### src/rtl/shift_unit.sv
// shift_unit: sequential shift/rotate unit for the stack processor datapath.
// Performs SLL, SRL, SRA or ROL by a run-time amount, one bit per cycle,
// with a start/done handshake. Operands are captured when start is accepted.
//
// state    | meaning
// ---------+-----------------------------------------------------------
// ST_IDLE  | waiting for start; result/carry hold the last operation
// ST_SHIFT | one 1-bit step per cycle until cnt reaches 1
// ST_DONE  | done pulse; result/carry valid, returns to ST_IDLE
module shift_unit #(
    parameter int WIDTH = 16,
    parameter int AMT_W = $clog2(WIDTH)
) (
    input  logic             clk,
    input  logic             reset,
    input  logic             start,
    input  logic [1:0]       mode,
    input  logic [WIDTH-1:0] data_in,
    input  logic [AMT_W-1:0] amount,
    output logic             busy,
    output logic             done,
    output logic [WIDTH-1:0] result,
    output logic             carry
);

    localparam logic [1:0] ST_IDLE  = 2'd0;
    localparam logic [1:0] ST_SHIFT = 2'd1;
    localparam logic [1:0] ST_DONE  = 2'd2;

    localparam logic [1:0] MODE_SLL = 2'b00;
    localparam logic [1:0] MODE_SRL = 2'b01;
    localparam logic [1:0] MODE_SRA = 2'b10;
    localparam logic [1:0] MODE_ROL = 2'b11;

    logic [1:0]       state;
    logic [1:0]       mode_q;
    logic [AMT_W-1:0] cnt;
    logic [WIDTH-1:0] step_result;
    logic             step_carry;

    // Single-bit step of the captured operation applied to the current result.
    always_comb begin
        step_result = result;
        step_carry  = 1'b0;
        case (mode_q)
            MODE_SLL: begin
                step_carry  = result[WIDTH-1];
                step_result = {result[WIDTH-2:0], 1'b0};
            end
            MODE_SRL: begin
                step_carry  = result[0];
                step_result = {1'b0, result[WIDTH-1:1]};
            end
            MODE_SRA: begin
                step_carry  = result[0];
                step_result = {result[WIDTH-1], result[WIDTH-1:1]};
            end
            MODE_ROL: begin
                step_carry  = result[WIDTH-1];
                step_result = {result[WIDTH-2:0], result[WIDTH-1]};
            end
            default: begin
                step_result = result;
                step_carry  = 1'b0;
            end
        endcase
    end

    // Sequencer and datapath registers; reset aborts any operation in flight.
    always_ff @(posedge clk) begin
        if (reset) begin
            state  <= ST_IDLE;
            mode_q <= MODE_SLL;
            cnt    <= '0;
            result <= '0;
            carry  <= 1'b0;
        end else begin
            case (state)
                ST_IDLE: begin
                    if (start) begin
                        result <= data_in;
                        mode_q <= mode;
                        cnt    <= amount;
                        carry  <= 1'b0;
                        state  <= (amount == '0) ? ST_DONE : ST_SHIFT;
                    end
                end
                ST_SHIFT: begin
                    result <= step_result;
                    carry  <= step_carry;
                    cnt    <= cnt - AMT_W'(1);
                    if (cnt == AMT_W'(1)) begin
                        state <= ST_DONE;
                    end
                end
                ST_DONE: begin
                    state <= ST_IDLE;
                end
                default: begin
                    state <= ST_IDLE;
                end
            endcase
        end
    end

    // Status outputs are pure state decodes, so no input reaches them combinationally.
    always_comb begin
        busy = (state != ST_IDLE);
        done = (state == ST_DONE);
    end

endmodule

### config.mk
export PLATFORM = sky130hd
export DESIGN_NAME = shift_unit
export DESIGN_NICKNAME = d
export VERILOG_FILES = /design/src/rtl/shift_unit.sv
export SDC_FILE = /design/constraint.sdc
export NUM_CORES = 1
export LEC_CHECK = 0
export BUFFER_PORTS_ARGS = -buffer_cell sky130_fd_sc_hd__buf_2
export CAP_MARGIN = 10
export CORE_AREA = 10 10 79 81
export DETAILED_ROUTE_END_ITERATION = 12
export DIE_AREA = 0 0 89 91
export GPL_TIMING_DRIVEN = 0
export PLACE_DENSITY = 0.64
export SYNTH_ARGS = -nofsm -noshare
export SYNTH_HDL_FRONTEND = slang
export SYNTH_SLANG_ARGS = --single-unit
### constraint.sdc
create_clock -name clk -period 2.9 [get_ports clk]
set_clock_uncertainty 0.2 [all_clocks]
set_input_delay 0.29 -clock clk [delete_from_list [all_inputs] [get_ports clk]]
set_output_delay 0.29 -clock clk [all_outputs]
set_load 0.005 [all_outputs]
==> results.py <==
metrics = {
    "synth": {
        "ys_types": 37,
        "synth_area_leaders": "dfxtp_1 33%, a221oi_2 8.9%, a21oi_1 8.2%",
        "syn-cell-area_um2": 1530,
        "synth_edf_count": 0,
        "postSynth.asyncResetShare": 0,
        "synth_commonest_cells": "25 x a21oi_1, 25 x dfxtp_1, 18 x nand2_1, 14 x nor2_1, 9 x a221oi_2",
        "yosys_warnings": 0,
        "syn_inst": 173,
        "ys_seq_area_frac": 0.328,
        "ys_ff_latch": 25,
        "synthFlopType": "dfxtp_1",
        "yosys.area.top_type_share": 0.328,
        "yosys.area.top_type": "dfxtp_1",
        "syn_area_per_cell_um2": 8.82,
        "syn_nets": 204,
    },
    "placement": {
        "pre_cts_slack_ns": 1.04,
        "port_buffers": 43,
        "routabilityCongestion": 0.781,
        "hpwlAfterDp_mm": 3.36,
    },
    "cts": {
        "cts_tree": "done",
        "cts-resized-gates": 0,
        "postCtsSetupBuffers": 0,
        "hold_buffers": 0,
        "numCtsBuffers": 3,
        "clk_pin_slew_ns": 0.10,
        "cts_max_path_buffers": 2,
        "root_buffer": "clkbuf_8",
        "cts_sinks": 25,
        "insertion_delay_ns": 0.28,
        "cts-htree-levels": 1,
    },
    "power": {
        "ir_drop_v": 0.000228,
        "cellPowerDensity_nw_per_um2": 527,
        "static-leakage-power_nw": 0.806,
    },
    "floorplanning": {
        "core_area_um2": 4660,
        "die_width_um": 89,
        "rows": 25,
        "start_util": 0.327,
        "die_h_um": 91,
        "fp.dieArea_um2": 8100,
        "ios": 44,
    },
    "layout": {
        "drive_gt1_frac": 0.373,
        "nFillCells": 485,
        "nNetsFinal": 252,
        "syn_to_final_growth_pct": 21.7,
        "antennaDiodeCount": 0,
    },
    "sta": {
        "grt_setup_unrepaired": "false",
        "setup_slack_ns": 0.949,
        "period_share": 0.673,
        "hold_viol_final": 0,
        "fmax_ghz": 0.513,
        "setup_viol": 0,
        "relSlewSlack": 0.698,
        "layout_min_cycle_time_ns": 1.95,
        "worstMarginPinSlew_ns": 0.452,
        "slew_violations": 0,
        "setup_tns_ns": 0,
    },
    "global_route": {
        "gr-total-overflow": 0,
        "grt_pass1_vias": 1451,
        "grtUsageTotal": 0.106,
        "grt_pass1_wl_mm": 7.09,
        "antenna_found_initial": 0,
        "grt_max_degree": 16,
    },
    "drt": {
        "drt_iter0_markers": 47,
        "vias": 1430,
        "dr.pass1.iters": 4,
        "wire_per_inst_um": 15.7,
        "ant_nets": 0,
        "viasPerCell": 5.22,
        "drc": 0,
        "wl_mm": 4.30,
    },
    "critical_path": {
        "cp-end-kind": "output port",
        "crit_arrival_ns": 1.46,
        "reg2reg_depth": 7,
        "worstSetupPathType": "reg2out",
        "startpoint_type": "flip-flop",
        "cp_max_fo": 10,
        "worstPathRequired_ns": 2.41,
    },
    "hold_path": {
        "hp-class": "in2reg",
        "hold_depth": 3,
    },
    "run_status": {
        "status": "finished, final reports clean",
    },
    "job": {
        "cap_violations": 0,
    },
}
state kept, by name (all words and copies together), names as in the netlist:
signal  flops
carry       1
cnt         4
mode_q      2
result     16
state       2
through the flow:
| step | instances | instance area, um2 | total power [mW] | utilization | hold WS (ns) |
|---|---|---|---|---|---|
| 2_1_floorplan | 173 | 1530 | 0.659 | - | 0.226 |
| 3_3_place_gp | 270 | 1810 | 0.763 | 0.388 | 0.278 |
| 3_5_place_dp | 270 | 1810 | 0.770 | 0.388 | 0.280 |
| 4_1_cts | 274 | 1860 | 0.988 | 0.398 | 0.0501 |
| 5_1_grt | 274 | 1860 | 1.04 | 0.398 | 0.0422 |
| 6_report | 274 | 1860 | 0.979 | 0.398 | 0.0465 |
per-layer routing:
layer  vias up  GRT usage  wire (um)
met2        40      0.167       1910
met3         2     0.0384        371
li1        721          -          -
met5         -          0          0
met4         0     0.0172         21
met1       667      0.135       2000
path summary, 6_finish.rpt:
kind	to	from	slack, ns
max	done	state[1]$_SDFFE_PP0P_	0.95
max reg2reg	result[15]$_SDFFE_PP0P_	mode_q[0]$_SDFFE_PP0P_	1.03
min reg2reg	result[1]$_SDFFE_PP0P_	result[1]$_SDFFE_PP0P_	0.30
min	mode_q[0]$_SDFFE_PP0P_	mode[0]	0.05
where the power goes:
group | total [mW] | switching [mW] | internal [mW] | leakage, nW
clock | 0.219 | 0.121 | 0.0976 | 0.0217
sequential | 0.446 | 0.0573 | 0.389 | 0.207
combinational | 0.313 | 0.168 | 0.146 | 0.578
layout by cell type, fill, tap and decap left out:
cell and instances:
a211oi_1 3, a21oi_1 25, a21oi_2 1, a221oi_1 5, a221oi_2 9, a22oi_1 1, a31oi_1 1, buf_2 46
buf_4 2, buf_6 7, clkbuf_1 4, clkbuf_8 3, clkinvlp_4 1, dfxtp_1 25, ha_1 6, inv_1 7
inv_2 1, mux2i_1 1, nand2_1 18, nand2b_1 3, nand3_1 1, nor2_1 14, nor2_2 1, nor2_4 1
nor2b_1 1, nor3_1 3, nor3_2 1, o21a_1 1, o21ai_0 2, o21ai_1 3, o21ba_2 1, o22ai_1 1
o31ai_1 6, o31ai_2 8, o32ai_1 1, or2_1 3, or3_1 1, or4_1 1, xor2_1 1
cell families after synthesis:
kind of cell	share of synthesized area
AND/OR/NAND/NOR	0.148
AO/OA/AOI/OAI	0.362
XOR/XNOR	0.00574
adder cells (fa/ha/maj)	0.0492
flip-flops	0.328
buffers and inverters	0.101
multiplexers	0.00656
layout make-up:
| cell class | instances | area [um2] | share of cell area |
|---|---|---|---|
| Clock buffer | 3 | 41.3 | 0.0222 |
| Inverter | 8 | 30.0 | 0.0162 |
| Clock inverter | 1 | 7.51 | 0.00404 |
| Multi-Input combinational cell | 124 | 871 | 0.469 |
| Sequential cell | 25 | 500 | 0.270 |
| Timing Repair Buffer | 43 | 215 | 0.116 |
| Tap cell | 54 | 67.6 | 0.0364 |
| Buffer | 16 | 124 | 0.0667 |
worst max-delay path, cell delays in order, from the launching register on:
cell,delay [ns]
dfxtp_1,0.47
clkbuf_1,0.40
nor2b_1,0.18
buf_2,0.12
(Power assumes the default switching activity.)
